===== src/rtl/hall_spin_demod.sv =====
// rtl/hall_spin_demod.sv - spinning-current Hall sequencer and chopping demodulator
module hall_spin_demod #(
   parameter int ADC_W   = 12,
   parameter int SETTLE  = 8,
   parameter int TIMEOUT = 256
) (
   input  logic                    clk,
   input  logic                    rst,
   input  logic                    enable,
   input  logic                    clr_err,
   output logic [1:0]              afe_phase,
   output logic                    afe_phase_update,
   output logic                    adc_start,
   input  logic                    adc_done,
   input  logic [ADC_W-1:0]        adc_data_a,
   input  logic [ADC_W-1:0]        adc_data_b,
   output logic signed [ADC_W+1:0] meas_a,
   output logic signed [ADC_W+1:0] meas_b,
   output logic                    meas_valid,
   output logic                    busy,
   output logic                    adc_timeout
);

   // Accumulator width: two guard bits absorb four full-scale samples.
   localparam int AW = ADC_W + 2;
   // Settle counter holds SETTLE-1 down to 0; wait counter holds 0 up to TIMEOUT-1.
   localparam int SW = (SETTLE  > 1) ? $clog2(SETTLE)  : 1;
   localparam int WW = (TIMEOUT > 1) ? $clog2(TIMEOUT) : 1;

   typedef enum logic [2:0] {
      S_IDLE,
      S_UPDATE,
      S_SETTLE,
      S_START,
      S_WAIT
   } state_t;

   state_t               state_q, state_d;
   logic [1:0]           phase_q, phase_d;
   logic [1:0]           afe_phase_q, afe_phase_d;
   logic [SW-1:0]        settle_cnt_q, settle_cnt_d;
   logic [WW-1:0]        wait_cnt_q, wait_cnt_d;
   logic signed [AW-1:0] acc_a_q, acc_a_d;
   logic signed [AW-1:0] acc_b_q, acc_b_d;
   logic signed [AW-1:0] meas_a_q, meas_a_d;
   logic signed [AW-1:0] meas_b_q, meas_b_d;
   logic                 meas_valid_q, meas_valid_d;
   logic                 timeout_q, timeout_d;

   logic                 timeout_set;
   logic                 abort_frame;
   logic                 restart_frame;

   logic signed [AW-1:0] ext_a, ext_b;
   logic signed [AW-1:0] sum_a, sum_b;

   // Sign-extend the raw samples and apply the chopping sign: odd phases subtract.
   assign ext_a = {{2{adc_data_a[ADC_W-1]}}, adc_data_a};
   assign ext_b = {{2{adc_data_b[ADC_W-1]}}, adc_data_b};
   assign sum_a = phase_q[0] ? (acc_a_q - ext_a) : (acc_a_q + ext_a);
   assign sum_b = phase_q[0] ? (acc_b_q - ext_b) : (acc_b_q + ext_b);

   // Next-state logic: phase sequencing, settle/wait counting, accumulation and abort handling.
   always_comb begin
      state_d       = state_q;
      phase_d       = phase_q;
      afe_phase_d   = afe_phase_q;
      settle_cnt_d  = settle_cnt_q;
      wait_cnt_d    = wait_cnt_q;
      acc_a_d       = acc_a_q;
      acc_b_d       = acc_b_q;
      meas_a_d      = meas_a_q;
      meas_b_d      = meas_b_q;
      meas_valid_d  = 1'b0;
      timeout_set   = 1'b0;
      abort_frame   = 1'b0;
      restart_frame = 1'b0;

      case (state_q)
         S_IDLE: begin
            if (enable) begin
               state_d = S_UPDATE;
            end
         end
         S_UPDATE: begin
            if (!enable) begin
               abort_frame = 1'b1;
            end else begin
               settle_cnt_d = SW'(SETTLE - 1);
               state_d      = S_SETTLE;
            end
         end
         S_SETTLE: begin
            if (!enable) begin
               abort_frame = 1'b1;
            end else if (settle_cnt_q == '0) begin
               state_d = S_START;
            end else begin
               settle_cnt_d = settle_cnt_q - SW'(1);
            end
         end
         S_START: begin
            if (!enable) begin
               abort_frame = 1'b1;
            end else begin
               wait_cnt_d = '0;
               state_d    = S_WAIT;
            end
         end
         S_WAIT: begin
            // A frame-completing sample is always published, even if enable falls on that edge.
            if (adc_done && (phase_q == 2'd3)) begin
               meas_a_d      = sum_a;
               meas_b_d      = sum_b;
               meas_valid_d  = 1'b1;
               restart_frame = 1'b1;
            end else if (!adc_done && (wait_cnt_q == WW'(TIMEOUT - 1))) begin
               timeout_set   = 1'b1;
               restart_frame = 1'b1;
            end else if (!enable) begin
               abort_frame = 1'b1;
            end else if (adc_done) begin
               acc_a_d = sum_a;
               acc_b_d = sum_b;
               phase_d = phase_q + 2'd1;
               state_d = S_UPDATE;
            end else begin
               wait_cnt_d = wait_cnt_q + WW'(1);
            end
         end
         default: begin
            state_d = S_IDLE;
         end
      endcase

      if (abort_frame) begin
         state_d = S_IDLE;
         phase_d = 2'd0;
         acc_a_d = '0;
         acc_b_d = '0;
      end

      if (restart_frame) begin
         state_d = enable ? S_UPDATE : S_IDLE;
         phase_d = 2'd0;
         acc_a_d = '0;
         acc_b_d = '0;
      end

      // The AFE phase register is only loaded on the way into UPDATE, so it holds through aborts.
      if (state_d == S_UPDATE) begin
         afe_phase_d = phase_d;
      end

      // A new timeout takes priority over a simultaneous clear.
      if (timeout_set) begin
         timeout_d = 1'b1;
      end else if (clr_err) begin
         timeout_d = 1'b0;
      end else begin
         timeout_d = timeout_q;
      end
   end

   // State, counter, accumulator and result registers with synchronous reset.
   always_ff @(posedge clk) begin
      if (rst) begin
         state_q      <= S_IDLE;
         phase_q      <= 2'd0;
         afe_phase_q  <= 2'd0;
         settle_cnt_q <= '0;
         wait_cnt_q   <= '0;
         acc_a_q      <= '0;
         acc_b_q      <= '0;
         meas_a_q     <= '0;
         meas_b_q     <= '0;
         meas_valid_q <= 1'b0;
         timeout_q    <= 1'b0;
      end else begin
         state_q      <= state_d;
         phase_q      <= phase_d;
         afe_phase_q  <= afe_phase_d;
         settle_cnt_q <= settle_cnt_d;
         wait_cnt_q   <= wait_cnt_d;
         acc_a_q      <= acc_a_d;
         acc_b_q      <= acc_b_d;
         meas_a_q     <= meas_a_d;
         meas_b_q     <= meas_b_d;
         meas_valid_q <= meas_valid_d;
         timeout_q    <= timeout_d;
      end
   end

   assign afe_phase        = afe_phase_q;
   assign afe_phase_update = (state_q == S_UPDATE);
   assign adc_start        = (state_q == S_START);
   assign busy             = (state_q != S_IDLE);
   assign meas_a           = meas_a_q;
   assign meas_b           = meas_b_q;
   assign meas_valid       = meas_valid_q;
   assign adc_timeout      = timeout_q;

endmodule


===== config.mk =====
export PLATFORM = sky130hd
export DESIGN_NAME = hall_spin_demod
export DESIGN_NICKNAME = d
export VERILOG_FILES = /design/src/rtl/hall_spin_demod.sv
export SDC_FILE = /design/constraint.sdc
export NUM_CORES = 1
export LEC_CHECK = 0
export CAP_MARGIN = 40
export CORE_MARGIN = 3
export CORE_UTILIZATION = 45
export CTS_CLUSTER_DIAMETER = 40
export DETAILED_ROUTE_END_ITERATION = 8
export PLACE_DENSITY = 0.68
export SYNTH_ARGS = -nofsm -noshare
export SYNTH_HDL_FRONTEND = slang
export SYNTH_SLANG_ARGS = --single-unit
export TNS_END_PERCENT = 5

===== constraint.sdc =====
create_clock -name clk -period 9.1 [get_ports clk]
set_input_delay 2.73 -clock clk [delete_from_list [all_inputs] [get_ports clk]]
set_output_delay 2.73 -clock clk [all_outputs]
set_load 0.02 [all_outputs]

# --- Word-level counts from Yosys, hierarchy flattened ---
# Index checks and enable logic that the tools add are counted.
# Widths: inputs -> output; s select.
classes:
  mux: 44
  n_addsub: 7
  eq_ne: 15
  n_bitwise: 3
  reduce_logical: 16
op_table:
  columns: ["cell", "count"]
  rows:
  - ["$mux 3", 14]
  - ["$mux 8", 5]
  - ["$add 14x12->14", 2]
  - ["$mux 14", 2]
  - ["$sub 14x12->14", 2]
  - ["$ne 2x2->1 const B", 8]
  - ["$pmux 8 s2", 1]
  - ["$pmux 3 s5", 1]
  - ["$mux 2", 7]
  - ["$mux 1", 12]
  - ["$add 8x1->8 const B", 1]
  - ["$eq 8x8->1 const B", 1]
  - ["$eq 3x1->1 const B", 2]
  - ["$eq 3x2->1 const B", 2]
  - ["$logic_not 3->1", 2]
  - ["$pmux 3 s2", 1]
  - ["$reduce_and 6->1", 1]
  - ["$reduce_bool 2->1", 3]
  - ["$reduce_or 3->1", 2]
  - ["$reduce_and 5->1", 1]
  - ["$reduce_and 4->1", 1]
  - ["$eq 3x3->1 const B", 1]
  - ["$not 1->1", 3]
  - ["$reduce_bool 3->1", 1]
  - ["8 further kinds", 9]
word_totals:
  reg_bits: 76
  inputBits: 29
  out_inout_bits: 35

# --- Longest topological paths before layout ---
logic_depth:
  word_depth: 8
  mapped_depth: 13
  mapped_depth_nobuf: 13

# --- Worst setup path before layout ---
# No wires, ideal clock.
synth_timing:
  path_type: "input port to flip-flop"
  from: "in adc_data_b[3]"
  to: "reg acc_b_q[13]"
  t_arrival_ps: 5293
  t_required_ps: 9012
  path_slack_ps: 3720
  path_stages: 12
  setup_time_ps: 88
  cell_sequence: "or3_4 -> nor3b_1 -> a21oi_1 -> xnor2_1 -> ha_1 -> and4_1 -> a21o_1 -> a31o_1 -> a31oi_1 -> a21oi_1 -> and3_1 -> nor4_2"
synth_between:
  elab_chain_len: 2
  elab_cells_between_ends: 3
  cone_classes: "add/sub: 2; mux: 1"
synth_rtl:
  columns: ["item", "line_no", "text"]
  rows:
  - ["from (decl)", "16", "input logic [ADC_W-1:0] adc_data_b,"]
  - ["$add 14x12->14 or $sub 14x12->14 (tied branches)", "61", "assign sum_b = phase_q[0] ? (acc_b_q - ext_b) : (acc_b_q + ext_b);"]
  - ["$mux 14 *", "61", null]
  - ["to (signal assigned)", "174", "acc_b_q <= '0;"]
  - ["to (signal assigned)", "186", "acc_b_q <= acc_b_d;"]
  - ["to (decl)", "44", "logic signed [AW-1:0] acc_b_q, acc_b_d;"]
# Mark *: on every way between the ends. The rest lies on a longest branch, timed or not.
# A chain may end at the register's enable or synchronous reset.

# --- Final worst setup path ---
# Ends and elaborated chain as after synthesis.

==> metrics.md <==
| Metric | Value |
|---|---|
| Max Root-Sink Buffers | `2` |
| CP Class | `in -> reg` |
| Max Freq | `171 MHz` |
| Setup tns final | `0 ns` |
| Die H | `108 µm` |
| Synth area leader | `dfxtp_1` |
| Top FF cell, synth | `dfxtp_1` |
| Syn Nets | `646` |
| First-pass GRT wire length | `19000 µm` |
| Worst Setup End Kind | `register` |
| Period minus WS final | `5.86 ns` |
| Final hold violations | `0` |
| Fraction of layout cells with a size suffix above 1 | `0.0653` |
| Power density cells | `123 mW/mm²` |
| Top cell type's share of synthesized area | `0.325` |
| Syn Inst Count | `583` |
| CTS resizes | `0` |
| Sequential share of the synthesized area | `0.325` |
| Core Util, Final | `0.569` |
| Synth-to-Final Area Change | `20.8%` |
| Pre-antenna DRT Iters | `4` |
| Routed WL per cell | `14.4 µm` |
| Period utilization | `0.644` |
| Starting Density | `0.471` |
| Final WL | `11200 µm` |
| Cts bufs inserted | `9` |
| Mapped cell area | `0.00469 mm²` |
| ANT cells | `0` |
| Hold Crit Start | `meas_a[5]` |
| Status | `finished, final reports clean` |
| Post-synth EDFFs | `0` |
| Rel. slew slack | `0.595` |
| RePlAce Congestion | `0.861` |
| Residual DRC | `0` |
| Antenna Nets Post-Route | `0` |
| Distinct cells, synth | `61` |
| TritonCTS clock tree | `built` |
| Final setup fails | `0` |
| Vias in the first global route | `4155` |
| Clock H-tree levels | `3` |
| Gr usage total | `0.200` |
| Worst slew pin tran | `0.606 ns` |
| Fillers | `909` |
| Largest net degree at the start of global routing | `42` |
| Syn_area_per_cell | `8.04 µm²` |
| Critical path arrival | `6.14 ns` |
| Peak supply drop | `0.0816 mV` |
| IO Port Bufs | `63` |
| IO Pins | `64` |
| Via count | `4225` |
| Clock Pin Slew Worst Setup and Hold Paths | `0.09 ns` |
| Crit Reg-Reg Startpoint | `phase_q[0]` |
| Hold Crit Class | `reg -> reg` |
| Data required time of the critical path | `9.38 ns` |
| Dpl hpwl | `8110 µm` |
| Clock tree sinks | `76` |
| Vias per cell | `5.44` |
| Most numerous cell in the Yosys netlist | `nand2_1` |
| DRT iter0 DRCs | `164` |
| Critical path origin | `adc_data_b[3]` |
| Critical Path Start Type | `input port` |
| Max Cap Violations | `0` |
| Die ar. | `0.0117 mm²` |
| Largest cells by area after synthesis | `dfxtp_1, ha_1, nand2_1, a21oi_1, xnor2_1` |
| Top cells by count, synth | `nand2_1, dfxtp_1, a21oi_1` |
| Setup repair bufs after CTS | `0` |
| Yosys warnings | `0` |
| Clock Latency Late Sink | `0.36 ns` |
| Static Leak | `2.03 nW` |
| Nets | `701` |
| Post-CTS Hold Buffers | `0` |
| Global route overflow | `0` |
| Core box area | `0.00995 mm²` |
| Clock Skews | `0.0100 ns` |
| Post-synth ARST share | `0` |
| RSZ-0062 raised after global routing | `no` |
| Synthesized flop and latch total | `76` |
| CP Max Fanout | `5` |
| Slew Limit Fails | `0` |
| CTS root buf | `clkbuf_8` |
| Cell Rows | `36` |
| Die X | `108 µm` |
| Initial antenna violation count | `0` |
-- layout by cell type, fill, tap and decap left out, types with 3 or more instances in the layout --
cell type        count
nand2_1             92
dfxtp_1             76
a21oi_1             65
clkdlybuf4s50_1     63
nor2_1              55
xnor2_1             34
ha_1                32
a211oi_1            19
inv_1               18
nor3_1              18
o21ai_0             15
xor2_1              11
o21a_1              11
nand3_1              9
clkbuf_8             9
nor2b_1              7
or3_1                6
buf_4                6
nand2b_1             5
nor4_1               4
nor4_2               4
nand3b_1             4
o21bai_1             4
a21o_1               4
o31a_1               4
o21ai_1              4
clkinv_4             4
mux2i_1              3
nor3b_1              3
a311o_1              3
nand4_1              3
o22ai_1              3
o31ai_1              3
-- where the power goes --
part / internal [mW] / switching, mW
Combinational: 0.0428 / 0.0514
Sequential: 0.334 / 0.00224
Clock: 0.128 / 0.135
Total: 0.505 / 0.189
-- cell type report --
class,count,area (µm²),area share
Sequential cell,76,1520,0.269
Clock inverter,7,77.6,0.0137
Inverter,18,67.6,0.0119
Multi-Input combinational cell,463,3000,0.530
Tap cell,133,166,0.0294
Clock buffer,9,124,0.0219
Timing Repair Buffer,70,703,0.124
-- critical path, cell delays in order --
cell and delay (ns):
clkdlybuf4s50_1 0.46, or3_4 0.43, nor3b_1 0.46, a21oi_1 0.16, xnor2_1 0.16, ha_1 0.35
and4_1 0.24, a21o_1 0.19, a31o_1 0.20, a31oi_1 0.21, a21oi_1 0.14, and3_1 0.20
nor4_2 0.22
-- state kept, by name (all words and copies together) (netlist names) --
register / flops
meas_b: 14
acc_b_q: 14
meas_valid: 1
acc_a_q: 14
settle_cnt_q: 3
adc_timeout: 1
wait_cnt_q: 8
state_q: 3
phase_q: 2
afe_phase: 2
meas_a: 14
-- stage by stage --
stage | hold WS [ns] | worst slack [ns] | area (µm²) | cells | power, mW
after global routing | 0.480 | 3.00 | 5660 | 776 | 0.725
after global placement | 0.444 | 3.01 | 5430 | 759 | 0.436
after CTS | 0.457 | 3.27 | 5660 | 776 | 0.702
final | 0.456 | 3.24 | 5660 | 776 | 0.694
after floorplan | 0.436 | 3.72 | 4690 | 583 | 0.404
after detailed placement | 0.448 | 2.91 | 5460 | 760 | 0.438
-- cell families (layout without fill, tap and decap cells) --
kind of cell / after synthesis / after routing / synth area share
muxes: 4 / 4 / 0.0112
AOI/OAI and AO/OA: 151 / 151 / 0.208
adders and majority gates: 34 / 34 / 0.0940
xor gates and xnor gates: 47 / 47 / 0.0910
buffers and inverters: 44 / 104 / 0.0363
and+or+nand+nor: 227 / 227 / 0.235
DFF: 76 / 76 / 0.325
-- routing by layer --
| metal | wire length (µm) | track usage | vias to the layer above |
|---|---|---|---|
| li1 | - | - | 2166 |
| met5 | 0 | 0 | - |
| met3 | 518 | 0.0376 | 22 |
| met1 | 4960 | 0.251 | 1947 |
| met2 | 5460 | 0.343 | 90 |
| met4 | 244 | 0.0694 | 0 |
-- worst paths after layout --
path | end | slack [ns] | depth (start not counted)
max | acc_b_q[13] | 3.24 | 13
min | meas_a[5] | 0.46 | 2
max reg2reg | meas_a[13] | 6.07 | 10
min reg2reg | meas_a[5] | 0.46 | 2
No activity file was read; power rests on OpenSTA's default activity.
==> variant 1: new RTL, same flow settings <==
Encoding of `state_t`: now one-hot (5 bits for 5 states).
--- a/src/rtl/hall_spin_demod.sv
+++ b/src/rtl/hall_spin_demod.sv
@@ -27,12 +27,12 @@
    localparam int SW = (SETTLE  > 1) ? $clog2(SETTLE)  : 1;
    localparam int WW = (TIMEOUT > 1) ? $clog2(TIMEOUT) : 1;
 
-   typedef enum logic [2:0] {
-      S_IDLE,
-      S_UPDATE,
-      S_SETTLE,
-      S_START,
-      S_WAIT
+   typedef enum logic [4:0] {
+      S_IDLE   = 5'b00001,
+      S_UPDATE = 5'b00010,
+      S_SETTLE = 5'b00100,
+      S_START  = 5'b01000,
+      S_WAIT   = 5'b10000
    } state_t;
 
    state_t               state_q, state_d;
Check against the original RTL: no difference found for any inputs over 10 cycles, from zero or initial values and one cycle with rst high; not proved beyond that.
==> variant 1 against the original RTL <==
  * Sequential cell count rose by 2
  * Sequential share of layout area up 0.59 points
  * Critical endpoint unchanged
  * Synthesized cell count increased by 1.2%
  * Setup slack got worse by 0.079 ns
  * Cell area rose by 0.42%
  * Routed wire length rose by 1.6%
  * Clock skew shrank 0.0024 ns
  * Total power up 10%
  * Count of clock-buffer cells in the layout up 3
  * Largest cell class unchanged
  * Global-route usage about the same
  * Synthesized area down 0.64%
  * Utilization increased by 0.50 points
  * Cell count increased by 1.0%
  * Largest power group unchanged
  * First-iteration DRC count fell by 15%
==> variant 1: results (changes against the original RTL) <==
status=finished, final reports clean (unchanged); DR vias/cell=5.39 (was 5.44); sequential share of the synthesized area=0.335 (was 0.325); met2 Use GR=0.345 (was 0.343); Post-Synth XOR/XNOR Area=0.105 (was 0.0910); HP Start=meas_b[5] (was meas_a[5]); Filler cells=895 (was 909); GP Congestion=0.875 (was 0.861); Iter 0 DRT Violations=140 (was 164); Max VDD drop=0.0807 mV (was 0.0816 mV); Crit Path Max Fanout=6 (was 5); adder-cell share of the synthesized area=0.0946 (was 0.0940); Multi-input gate area=0.00290 mm^2 (was 0.00300 mm^2); flop-to-flop setup slack=5.88 ns (was 6.07 ns); share of cells above drive strength 1=0.0430 (was 0.0653); Slew HR=0.396 (was 0.595); Synth area leaders=dfxtp_1, ha_1, xnor2_1, nand2_1, a21oi_1 (was dfxtp_1, ha_1, nand2_1, a21oi_1, xnor2_1); GR Util met3=0.0384 (was 0.0376); WHS Endpoint=meas_b[5] (was meas_a[5]); pre-CTS WS=2.84 ns (was 2.91 ns); wire length per cell=14.5 um (was 14.4 um); GR Util met1=0.247 (was 0.251); placed cell count=769 (was 760); post-route clock skew=0.00762 ns (was 0.0100 ns); TritonRoute pass-1 iters=5 (was 4); final hold slack=0.457 ns (was 0.456 ns); nets=710 (was 701); Yosys cell types=51 (was 61); largest net degree at the start of global routing=41 (was 42); via count=4228 (was 4225); Placed Area=0.00543 mm^2 (was 0.00546 mm^2); Commonest cells post-synth=nand2_1, dfxtp_1, a21oi_1 (unchanged); Compound-Gate Fraction of Synth Area=0.196 (was 0.208); crit share post-route=0.653 (was 0.644); HPWL after detailed placement=8290 um (was 8110 um); Lkg Pwr=2.13 nW (was 2.03 nW); CTS root buffer=clkbuf_8 (unchanged); WP data arrival=6.17 ns (was 6.14 ns)
variant 1: logic make-up after synthesis:
group,after synthesis
xor gates and xnor gates,56
adders and majority gates,34
AOI/OAI and AO/OA,148
DFF,78
buffers and inverters,47
and+or+nand+nor,222
muxes,5
variant 1: worst max path at each step:
stage | from | end | depth (start not counted)
2_1_floorplan | adc_data_b[5] | acc_b_q[13] | 12
3_3_place_gp | adc_data_b[3] | acc_b_q[13] | 13
3_5_place_dp | adc_data_b[3] | acc_b_q[13] | 13
4_1_cts | adc_data_b[3] | acc_b_q[13] | 13
5_1_grt | adc_data_b[3] | acc_b_q[13] | 13
6_report | adc_data_b[3] | acc_b_q[13] | 13
variant 1: report_power, final:
part	total, mW	internal, mW	leakage [nW]	switching (mW)
clock	0.331	0.203	0.129	0.127
sequential	0.345	0.342	0.629	0.00264
combinational	0.0875	0.0398	1.37	0.0477
total	0.763	0.586	2.13	0.178
variant 1: layout make-up:
class                      count  share of cell area
inverter                      23              0.0152
multi-input combinational    465               0.511
clock inverter                 3              0.0158
sequential                    78               0.275
tap                          133              0.0293
timing repair buffer          70               0.125
clock buffer                  12              0.0291
variant 1: per-layer routing:
layer	vias to the layer above	share of wire	routed length, um
met4	0	0.017	189
met3	16	0.038	430
met2	89	0.48	5430
li1	2169	-	-
met5	-	0	0
met1	1954	0.47	5320
variant 1: critical path, stage by stage:
cell and delay [ns]:
clkdlybuf4s50_1 0.48, nor3_1 0.36, nor2b_1 0.35, nor2_1 0.09
xnor2_1 0.14, ha_1 0.37, a211oi_1 0.28, nor2_1 0.10
o31a_1 0.24, a211oi_1 0.30, a21oi_1 0.19, and4_1 0.22
or3_1 0.33
==> variant 2: new RTL, same flow settings <==
Without the edit above. Set the parameter `ADC_W` to 6 (it was 12).
--- a/src/rtl/hall_spin_demod.sv
+++ b/src/rtl/hall_spin_demod.sv
@@ -1,6 +1,6 @@
 // rtl/hall_spin_demod.sv - spinning-current Hall sequencer and chopping demodulator
 module hall_spin_demod #(
-   parameter int ADC_W   = 12,
+   parameter int ADC_W   = 6,
    parameter int SETTLE  = 8,
    parameter int TIMEOUT = 256
 ) (
Ports: changed (resized adc_data_a, adc_data_b, meas_a and meas_b); port bits go from 64 to 40. The function was not compared with the original's and may differ.
==> variant 2 against the original RTL <==
  * Clock skew fell by 0.0027 ns
  * Total power down 34%
  * Register-to-register slack improved by 0.23 ns
  * Setup slack gained 0.91 ns
  * Count of clock-buffer cells in the layout is 3 lower
  * Via count shrank 34%
  * Sequential cell count is 24 lower
  * Routed wire length is 38% lower
  * Synthesized area fell by 33%
  * Cell area fell by 35%
  * Critical path type unchanged
  * Largest cell class unchanged
  * Largest power group unchanged
==> variant 2: results (changes against the original RTL) <==
status=finished, final reports clean (unchanged); Met1 Routed Length=3340 um (was 4960 um); fraction of registers with async set/reset=0 (unchanged); Placed Area=0.00359 mm^2 (was 0.00546 mm^2); HP Start=meas_a[6] (was meas_a[5]); Max stage delay cell, worst path=clkdlybuf4s50_1 (unchanged); CP startpoint=adc_data_b[0] (was adc_data_b[3]); share of cells above drive strength 1=0.0515 (was 0.0653); Worst Max-Slew Pin Slew=0.890 ns (was 0.606 ns); Commonest cells post-synth=dfxtp_1, nand2_1, nor2_1 (was nand2_1, dfxtp_1, a21oi_1); antenna violations before repair=0 (unchanged); Worst-path clk slew=0.09 ns (about the same); HPWL after detailed placement=5110 um (was 8110 um); Die Wd=89.8 um (was 108 um); Tot GR Track Use=0.177 (was 0.200); P&R area growth vs syn=16.8% (was 20.8%); vias in the first global route=2676 (was 4155); Filler cells=600 (was 909); DR top layer=met4 (unchanged); nets=465 (was 701); met2 WL=3280 um (was 5460 um); Yosys cell types=56 (was 61); Post-CTS Setup Bufs=0 (unchanged); largest net degree at the start of global routing=24 (was 42); via count=2771 (was 4225); Syn Nets=436 (was 646); Synth area leaders=dfxtp_1, ha_1, nand2_1, xnor2_1, a21oi_1 (was dfxtp_1, ha_1, nand2_1, a21oi_1, xnor2_1); CTS root buffer=clkbuf_8 (unchanged); GP Congestion=0.811 (was 0.861); post-route clock skew=0.00736 ns (was 0.0100 ns); cts bufs inserted=5 (was 9); first-pass GRT wire length=12100 um (was 19000 um); DR WL met3=270 um (was 518 um); Port Buffer Count=39 (was 63); WP data arrival=5.10 ns (was 6.14 ns); Lkg Pwr=1.35 nW (was 2.03 nW); Max VDD drop=0.0682 mV (was 0.0816 mV); CTS HTree Levels=2 (was 3); antenna cell count=0 (unchanged); number of gates resized after cts=0 (unchanged); sequential share of the synthesized area=0.329 (was 0.325); clk_lat worst skew=0.30 ns (was 0.36 ns); slowest stage delay, CP=0.57 ns (was 0.46 ns); Crit Path Max Fanout=5 (unchanged); Clock Tree Buf Depth=2 (unchanged); Iter 0 DRT Violations=84 (was 164); DRT Wirelength=6950 um (was 11200 um); TritonRoute pass-1 iters=4 (unchanged)
variant 2: path summary, 6_finish.rpt:
check        depth (start not counted)  slack, ns          to
min reg2reg                          2       0.45   meas_a[6]
max reg2reg                          6       6.30  acc_b_q[6]
max                                 10       4.15  acc_b_q[7]
min                                  2       0.45   meas_a[6]
variant 2: critical path: cells and delay by family:
family / cells / cell delay (ns)
buf+inv: 2 / 0.64
compound gates: 3 / 0.54
fa+ha+maj: 2 / 0.45
xor+xnor: 2 / 0.38
simple gates: 1 / 0.38
variant 2: logic make-up (layout without fill, tap and decap cells):
logic type                 after synthesis  in the layout  share of synthesized area
AOI/OAI and AO/OA                       85             85                      0.173
xor gates and xnor gates                26             26                     0.0720
adders and majority gates               22             22                     0.0918
buffers and inverters                   42             72                     0.0570
DFF                                     52             52                      0.329
muxes                                    5              5                     0.0162
and+or+nand+nor                        165            165                      0.260
variant 2: report_power, final:
group | internal (mW) | switching (mW)
combinational | 0.0301 | 0.0391
clock | 0.0817 | 0.0747
sequential | 0.229 | 0.00244
variant 2: layer usage:
layer  GRT usage  vias to the layer above
li1            -                     1447
met1       0.234                     1267
met2       0.303                       53
met3      0.0292                        4
met4      0.0447                        0
met5           0                        -
variant 2: layout make-up:
type / count / share of cell area
clock buffer: 6 / 0.0196
clock inverter: 2 / 0.00949
inverter: 24 / 0.0244
multi-input combinational: 303 / 0.525
sequential: 52 / 0.282
tap: 93 / 0.0315
timing repair buffer: 40 / 0.108
variant 2: per-stage QoR:
step	total power, mW	setup slack (ns)	instances
3_5_place_dp	0.305	3.84	512
3_3_place_gp	0.305	3.86	512
6_report	0.457	4.15	520
5_1_grt	0.476	3.85	520
2_1_floorplan	0.284	4.69	397
4_1_cts	0.460	4.14	520
